$ cat config.mk
export PLATFORM = sky130hd
export DESIGN_NAME = fir_output_buffer
export DESIGN_NICKNAME = d
export VERILOG_FILES = /design/src/rtl/fir_output_buffer.sv
export SDC_FILE = /design/constraint.sdc
export NUM_CORES = 1
export LEC_CHECK = 0
export ABC_AREA = 0
export ABC_CLOCK_PERIOD_IN_PS = 7100
export CAP_MARGIN = 0
export CORE_MARGIN = 2
export CORE_UTILIZATION = 56
export DETAILED_ROUTE_END_ITERATION = 16
export GPL_ROUTABILITY_DRIVEN = 0
export GPL_TIMING_DRIVEN = 0
export PLACE_DENSITY = 0.72
export SYNTH_ARGS = -nofsm -noshare
export SYNTH_HDL_FRONTEND = slang
export SYNTH_SLANG_ARGS = --single-unit
$ cat constraint.sdc
create_clock -name clk -period 7.1 [get_ports clk]
set_input_delay 1.42 -clock clk [delete_from_list [all_inputs] [get_ports clk]]
set_output_delay 1.42 -clock clk [all_outputs]
set_load 0.005 [all_outputs]
$ cat src/rtl/fir_output_buffer.sv
// FIR output decimator and show-ahead FIFO with ready/valid egress and clk_ena back-pressure.
// Optional popped-sample counter enabled by defining FIR_OBUF_CNT_EN.
module fir_output_buffer #(
    parameter int dw    = 18,
    parameter int DEPTH = 16,
    parameter int DECIM = 1,
    localparam int AW   = $clog2(DEPTH)
) (
    input  logic                 clk,
    input  logic                 reset,
    input  logic                 enable,
    input  logic                 fir_valid,
    input  logic signed [dw-1:0] fir_data,
    output logic                 fir_clk_ena,
    output logic                 m_valid,
    input  logic                 m_ready,
    output logic signed [dw-1:0] m_data,
    output logic [AW:0]          level,
    output logic                 err_unexp,
    output logic [31:0]          sample_count
);

    localparam int CW = (DECIM > 1) ? $clog2(DECIM) : 1;

    logic [dw-1:0] mem_q [DEPTH];
    logic [AW-1:0] wr_ptr_q, wr_ptr_d;
    logic [AW-1:0] rd_ptr_q, rd_ptr_d;
    logic [AW:0]   level_q, level_d;
    logic [CW-1:0] decim_cnt_q, decim_cnt_d;
    logic          err_q, err_d;
    logic          full, acc, push, pop;

    assign full        = (level_q == (AW+1)'(DEPTH));
    assign fir_clk_ena = enable & ~full & ~reset;
    assign acc         = fir_valid & fir_clk_ena;
    assign push        = acc & (decim_cnt_q == '0);
    assign m_valid     = (level_q != '0);
    assign pop         = m_valid & m_ready;
    assign m_data      = mem_q[rd_ptr_q];
    assign level       = level_q;
    assign err_unexp   = err_q;

    always_comb begin
        wr_ptr_d    = wr_ptr_q;
        rd_ptr_d    = rd_ptr_q;
        level_d     = level_q;
        decim_cnt_d = decim_cnt_q;
        err_d       = err_q;
        if (acc) begin
            if (decim_cnt_q == CW'(DECIM - 1)) decim_cnt_d = '0;
            else                               decim_cnt_d = decim_cnt_q + CW'(1);
        end
        if (push) wr_ptr_d = wr_ptr_q + AW'(1);
        if (pop)  rd_ptr_d = rd_ptr_q + AW'(1);
        case ({push, pop})
            2'b10:   level_d = level_q + (AW+1)'(1);
            2'b01:   level_d = level_q - (AW+1)'(1);
            default: level_d = level_q;
        endcase
        // A filter that is frozen must not present a sample
        if (fir_valid & ~fir_clk_ena) err_d = 1'b1;
    end

    always_ff @(posedge clk) begin
        if (reset) begin
            wr_ptr_q    <= '0;
            rd_ptr_q    <= '0;
            level_q     <= '0;
            decim_cnt_q <= '0;
            err_q       <= 1'b0;
        end else begin
            wr_ptr_q    <= wr_ptr_d;
            rd_ptr_q    <= rd_ptr_d;
            level_q     <= level_d;
            decim_cnt_q <= decim_cnt_d;
            err_q       <= err_d;
        end
    end

    always_ff @(posedge clk) begin
        if (push) mem_q[wr_ptr_q] <= fir_data;
    end

`ifdef FIR_OBUF_CNT_EN
    logic [31:0] cnt_q, cnt_d;

    always_comb begin
        cnt_d = cnt_q;
        if (pop) cnt_d = cnt_q + 32'd1;
    end

    always_ff @(posedge clk) begin
        if (reset) cnt_q <= '0;
        else       cnt_q <= cnt_d;
    end

    assign sample_count = cnt_q;
`else
    assign sample_count = 32'd0;
`endif

endmodule

# Word-level counts from Yosys, hierarchy flattened
# Memories as Yosys holds them, arrays and structs flattened. A register that Yosys moved wholly into a read port is not among the register bits.
# Index checks and enable logic that the tools add are counted.
# W data, S select, Z words.
# totals
ff_bits	15
ram_bits	288
input_bits	23
out_inout_bits	58
wordCells	32
memories	1
# memory_table
memory	words	width	rd	rd_clocked_by_memory_dff	wr	line	rtl
mem_q	16	18	1	1	1	25	logic [dw-1:0] mem_q [DEPTH];
# classes
add_sub_neg	5
eq_ne	3
muxes	6
n_bitwise	10
reduce_logical	2
# ops
cell	count
$pmux W5 S2	1
$add A4 B1 Y4 const B	2
$mux W4	2
$and A1 B1 Y1	6
$add A5 B1 Y5 const B	1
$eq A5 B5 Y1 const B	1
$reduce_bool A5 Y1	1
$sub A5 B1 Y5 const B	1
$not A1 Y1	4
$mux W1	3
$eq A2 B1 Y1 const B	1
$eq A2 B2 Y1 const B	1
$reduce_bool A2 Y1	1
$add A1 B1 Y1 const B	1

# Longest topological paths before layout
# Gate-level depths: netlist of run 1.
# logic_depth
word_depth	8
depth_mapped	11
ltp_nobuf	10

# Worst setup path before layout of run 1
# Ideal clock, no wire load.
# synth_path
kind	input-to-reg
startpoint	input port fir_valid
endpoint	memory mem_q[0][0] (enable)
setup_ps	439
arrival_time_ps	3567
required_ps	6661
setup_slack_ps	3094
cell_stages	3
path_buffers	0
path_cell_list	nor2b_1 nand2_1 nor4_1
# synth_between
elab_chain_len	4
# synth_rtl
item	line	rtl
from (decl)	12	input logic fir_valid,
$and A1 B1 Y1	35	assign acc = fir_valid & fir_clk_ena;
$and A1 B1 Y1	36	assign push = acc & (decim_cnt_q == '0);
$mux W1	81	if (push) mem_q[wr_ptr_q] <= fir_data;
$mux W1 (not written as such)	81	
to (decl)	25	
# No other way between the ends.

# Worst setup path after layout of run 1
# layout_path
startpoint	input port reset
endpoint	output port fir_clk_ena
# layout_between
elab_chain_len	2
# layout_rtl
item	line	rtl
from (decl)	10	input logic reset,
$not A1 Y1	34	assign fir_clk_ena = enable & ~full & ~reset;
$and A1 B1 Y1	34	
to (decl)	14	output logic fir_clk_ena,
# No other way between the ends.

==> impl_metrics.toml, run 1 <==
[yosys]
yosys.area.top_type = "edfxtp_1"
synthTopCellsByCount = "288 x edfxtp_1, 72 x mux4_2, 36 x a22oi_1"
synthCells = 609
synth_top_area_share_pct = 71.5
synth-seq-cells = 306
synth-async-reset-ratio_pct = 0
synth_area_mm2 = 0.0121
ys.flop_type = "edfxtp_1"
synth_edf_count = 288
syn_avg_cell_area_um2 = 19.9
synth_most_common_cell = "edfxtp_1"
ys_seq_area_share_pct = 74.4
synth.area.top_cells = "edfxtp_1 71%, mux4_2 13%, dfxtp_1 3.0%"
ys_warn_count = 0
synth.distinct_cells = 40

[grt]
grt_pass1_wl_um = 38000
grt_max_degree = 17
grt_overflow_total = 0
track_usage_pct = 23.2
grt_pass1_vias = 6508
antenna_found_initial = 0

[critical_path]
setup.worst_path.class = "input pin to output pin"
reg2reg_depth = 11
crit_required_ns = 5.68
critPathMaxFanout = 10
cp.arrival_ns = 3.36
end_kind = "output pin"
worst_setup_path_start_kind = "input pin"

[run]
cap_violations = 0

[finish]
diodes = 0
drive_gt1_share_pct = 27.4
nets = 785
area_growth_pct = 18.6

[floorplan]
die_w_um = 151
core-area_mm2 = 0.0211
io_pins = 81
die_area_mm2 = 0.0228
row_count = 53
dieHeight_um = 151
initial_core_util_pct = 57.4

[drt]
drtAntennaViolNets = 0
drtPass1Iterations = 5
routed_via_density = 5.87
wl_um = 25600
vias = 6166
drt-initial-drc-count = 536
wl_per_cell_um = 24.4
drc = 0

[clock_network]
cts_resized = 0
clkTransAtPathRegs_ns = 0.06
cts_tree = "built"
cts_setup_buffers = 0
cts.sink_count = 306
hold_buffers = 0
clock_path_buffers = 3
clk_latency_ns = 0.54
cts_made_buffers = 29
cts_root_buffer = "clkbuf_16"
htree_levels = 1

[timing]
max-slew-margin-rel_pct = 36.7
hold_viol = 0
rsz0062_at_grt = "no"
drv_slew = 0
worstMarginPinSlew_ns = 0.946
max_clock_freq_ghz = 0.209
finClkSkew_ns = 0.0120
post-route-period-util_pct = 67.3
finalSetupViolCount = 0
tns_ns = 0
min_period_ns = 4.78
holdWs_ns = 0.503

[place]
dp_hpwl_um = 17300
place.port_buffers = 48

[power]
cellLeakagePower_nw = 4.72
peakVddDrop_v = 0.000286
power_density_mw_per_mm2 = 306

[min_path]
min_path_type = "flip-flop to flip-flop"
holdPathStages = 2

[status]
status = "finished clean"
metal layers:
| layer | vias to the layer above | wire (um) | GRT usage, % |
|---|---|---|---|
| met4 | 0 | 580 | 6.82 |
| met1 | 3151 | 10100 | 30.5 |
| li1 | 2701 | - | - |
| met2 | 268 | 13100 | 40.1 |
| met5 | - | 0 | 0 |
| met3 | 46 | 1850 | 4.13 |
stage by stage:
| stage | worst slack [ns] | utilization (%) | power, mW | area, um2 | instances |
|---|---|---|---|---|---|
| floorplan | 3.09 | - | 2.70 | 12200 | 640 |
| global placement | 0.737 | 61.9 | 2.97 | 13000 | 963 |
| detailed placement | 2.33 | 63.9 | 3.01 | 13500 | 998 |
| CTS | 2.31 | 68.1 | 4.42 | 14400 | 1050 |
| global route | 2.17 | 68.1 | 4.55 | 14400 | 1050 |
| finish | 2.32 | 68.1 | 4.39 | 14400 | 1050 |
sequential cells by signal, indices dropped and copies added, names as in the netlist, named ones only:
signal     cells
err_unexp      1
rd_ptr_q       4
wr_ptr_q       4
level          5
mem_q        288
cell families (layout without fill, tap and decap cells):
logic type,after synthesis,in the layout,synth area share (%)
and+or+nand+nor,87,87,3.56
DFF,306,306,74.4
xor gates and xnor gates,8,8,0.579
muxes,77,77,13.8
other,1,32,0.0310
AOI/OAI and AO/OA,53,53,3.15
buffers and inverters,69,204,3.59
adders and majority gates,8,8,0.827
worst max-delay path, stage by stage:
cell and delay, ns:
clkdlybuf4s50_1 0.56, clkbuf_1 0.41, buf_1 0.41, nor2_1 0.10, clkdlybuf4s50_1 0.46
cell usage in the layout (no fill, tap or decap), drive strengths merged, types with 2 or more instances in the layout:
| master | n |
|---|---|
| mux2i | 3 |
| nor2 | 16 |
| nand4 | 2 |
| mux4 | 72 |
| buf | 83 |
| xor2 | 4 |
| clkinv | 15 |
| inv | 5 |
| nor4 | 5 |
| clkbuf | 50 |
| nor2b | 7 |
| nand2 | 28 |
| o21ai | 4 |
| xnor2 | 4 |
| dfxtp | 18 |
| clkinvlp | 2 |
| a22oi | 36 |
| nand3b | 3 |
| ha | 8 |
| nand3 | 2 |
| mux2 | 2 |
| a21oi | 9 |
| conb | 32 |
| or3 | 2 |
| clkdlybuf4s50 | 48 |
| edfxtp | 288 |
| nor3 | 15 |
| nand2b | 4 |
report_power, final:
| part | leakage (nW) | internal [mW] | total (mW) | switching (mW) |
|---|---|---|---|---|
| clock network | 0.421 | 0.786 | 1.42 | 0.634 |
| logic | 1.56 | 0.487 | 0.942 | 0.455 |
| registers | 2.74 | 2.00 | 2.03 | 0.0219 |
layout make-up:
type,instances,area [um2]
Sequential cell,306,9010
Fill cell,1321,6730
Multi-Input combinational cell,265,2860
Timing Repair Buffer,83,833
Clock buffer,34,744
Buffer,64,415
Tap cell,275,344
Clock inverter,18,129
Inverter,5,18.8
final timing paths:
| path | slack (ns) | end | start |
|---|---|---|---|
| hold / removal | 0.50 | err_unexp | err_unexp |
| hold reg to reg | 0.50 | err_unexp | err_unexp |
| setup / recovery | 2.32 | fir_clk_ena | reset |
| setup reg to reg | 4.02 | level[4] | level[1] |
(Power assumes the default switching activity.)
==> run 2, diff against run 1 <==
- ABC_CLOCK_PERIOD_IN_PS: 7100 -> 5000
- clock period: 7.1 -> 5 ns (I/O delays scaled with it)
==> results of run 2 <==
Same layout as run 1 (identical final DEF). Status: finished clean.
Main changes from that run: setup slack after placement 2.33 ns -> 1.07 ns; setup slack after layout 2.32 ns -> 0.884 ns; end point of the critical path fir_clk_ena -> m_data[12]; register-to-register setup slack 4.02 ns -> 1.92 ns; total power 4.39 mW -> 6.23 mW; worst IR drop on VDD 0.000286 V -> 0.000406 V
==> run 3, diff against run 2 <==
- ABC_CLOCK_PERIOD_IN_PS: 5000 -> 3700
- CORE_UTILIZATION: 56 -> 53
- clock period: 5 -> 3.7 ns (I/O delays scaled with it)
==> impl_metrics.toml, run 3 (synthesis gave the netlist of run 1 again) <==
[status]
status = "finished clean"

[power]
combPwrFrac_pct = 21.4
switching_share_pct = 25.1
clkPwrFrac_pct = 32.4
p_switching_mw = 2.11
seqPwrFrac_pct = 46.2
cellLeakagePower_nw = 4.76
p_int_mw = 6.31
peakVddDrop_v = 0.000471
power_density_mw_per_mm2 = 585

[drt]
vias = 6171
drtPass1Iterations = 4
routed_via_density = 5.82
wl_per_cell_um = 23.6
drc = 0
drt-initial-drc-count = 492
wl_um = 25000
drtAntennaViolNets = 0

[finish]
diodes = 0
nets = 784
largest_reg_flops = 288
area_growth_pct = 18.9
fin_util_pct = 63.9
drive_gt1_share_pct = 28.3
regMostFlops = "mem_q"
design_area_mm2 = 0.0144
final_common_cell = "edfxtp_1"
final_cell_mix = "288 x edfxtp_1, 72 x mux4_2, 48 x clkdlybuf4s50_1"

[critical_path]
critPathMaxFanout = 10
regToRegSetupSlack_ns = 0.63
end_kind = "output pin"
setup.worst_path.class = "flip-flop to output pin"
reg2reg_from = "level[1]"
worstPathCellList = "buf_2, clkbuf_1, mux4_2, a22oi_1, nand2_1, clkdlybuf4s50_1"
r2r_end = "level[4]"
crit_slowest_cell = "clkbuf_1"
cp.buffers_inverters = 3
reg2reg_depth = 11
worst_setup_path_start_kind = "flip-flop"
crit_family = "buffers and inverters"
cp.arrival_ns = 2.81
slowest_delay_ns = 0.58
crit_required_ns = 2.96

[run]
cap_violations = 0

[clock_network]
hold_buffers = 0
clock_path_buffers = 3
cts_made_buffers = 31
cts_resized = 9
clk_latency_ns = 0.55
clkTransAtPathRegs_ns = 0.06
cts_setup_buffers = 0
cts_tree = "built"
cts.sink_count = 306
cts_root_buffer = "clkbuf_16"
htree_levels = 1

[grt]
grt_pass1_vias = 6346
antenna_found_initial = 0
grt_overflow_total = 0
track_usage_pct = 21.4
grt_pass1_wl_um = 37800
grt_max_degree = 17

[floorplan]
core-area_mm2 = 0.0225
die_area_mm2 = 0.0241
row_count = 55
initial_core_util_pct = 53.8
io_pins = 81
dieHeight_um = 155
die_w_um = 155

[timing]
rsz0062_at_grt = "no"
layout_setup_ws_ns = 0.151
post-route-period-util_pct = 95.9
max_clock_freq_ghz = 0.282
worstMarginPinSlew_ns = 1.11
finalSetupViolCount = 0
min_period_ns = 3.55
drv_slew = 0
hold_viol = 0
finClkSkew_ns = 0.00920
max-slew-margin-rel_pct = 25.6
holdWs_ns = 0.486

[place]
place.port_buffers = 48
dp_slack_ns = 0.310
place_area_mm2 = 0.0135
dp_hpwl_um = 16800

[min_path]
min_to = "err_unexp"
hp-start = "err_unexp"
holdPathStages = 2
min_path_type = "flip-flop to flip-flop"
==> run 3: changes by cell type in the layout (fill, tap and decap cells not counted), moves of 6 or more <==
cell	previous run	this run
buf_6	29	35
clkbuf_2	0	10
buf_4	46	37
clkbuf_1	21	13
==> run 3: layout make-up <==
cell class	instances	area, um2
timing repair buffer	80	826
inverter	5	18.8
clock inverter	17	76.3
tap	285	357
multi-input combinational	265	2860
sequential	306	9010
fill	1489	8110
clock buffer	38	802
buffer	64	438
==> run 3: metrics by stage <==
step | setup TNS, ns | instances | total power, mW
6_report | 0 | 1060 | 8.42
5_1_grt | 0 | 1060 | 8.77
4_1_cts | 0 | 1060 | 8.48
3_5_place_dp | 0 | 1005 | 5.76
3_3_place_gp | -355.02 | 973 | 5.69
2_1_floorplan | 0 | 640 | 5.18
==> run 3: worst max path at each step <==
stage                    from      endpoint  cells past startpoint
floorplan           fir_valid   mem_q[0][0]                      3
global placement    fir_valid  mem_q[0][15]                      4
detailed placement      reset   fir_clk_ena                      5
CTS                 flip-flop     m_data[6]                      6
global route        flip-flop    m_data[10]                      6
finish              flip-flop     m_data[6]                      6
==> run 3: worst reg2reg max path, cell delays in order (launching register included) <==
cell	delay, ns
dfxtp_1	0.31
buf_2	0.17
or4_4	0.53
o21ai_4	0.38
nand2b_1	0.20
ha_1	0.31
xor2_1	0.12
ha_1	0.23
nor2b_1	0.15
o32ai_1	0.30
nor3_1	0.08
nand3b_1	0.17
==> run 3: routing by layer <==
layer,GRT usage [%],routed length [um],vias to the layer above,share of wire (%)
met4,7.23,580,0,2.3
met1,28.0,9660,3169,39
met3,3.45,1800,47,7.2
met5,0,0,-,0
li1,-,-,2703,-
met2,36.9,12900,252,52
==> run 3: power by group through the flow <==
stage               combinational [mW]  sequential (mW)  clock (mW)
detailed placement                1.80             3.96           0
floorplan                         1.22             3.95           0
global route                      1.96             3.90        2.92
finish                            1.80             3.89        2.73
global placement                  1.73             3.96           0
CTS                               1.81             3.89        2.78
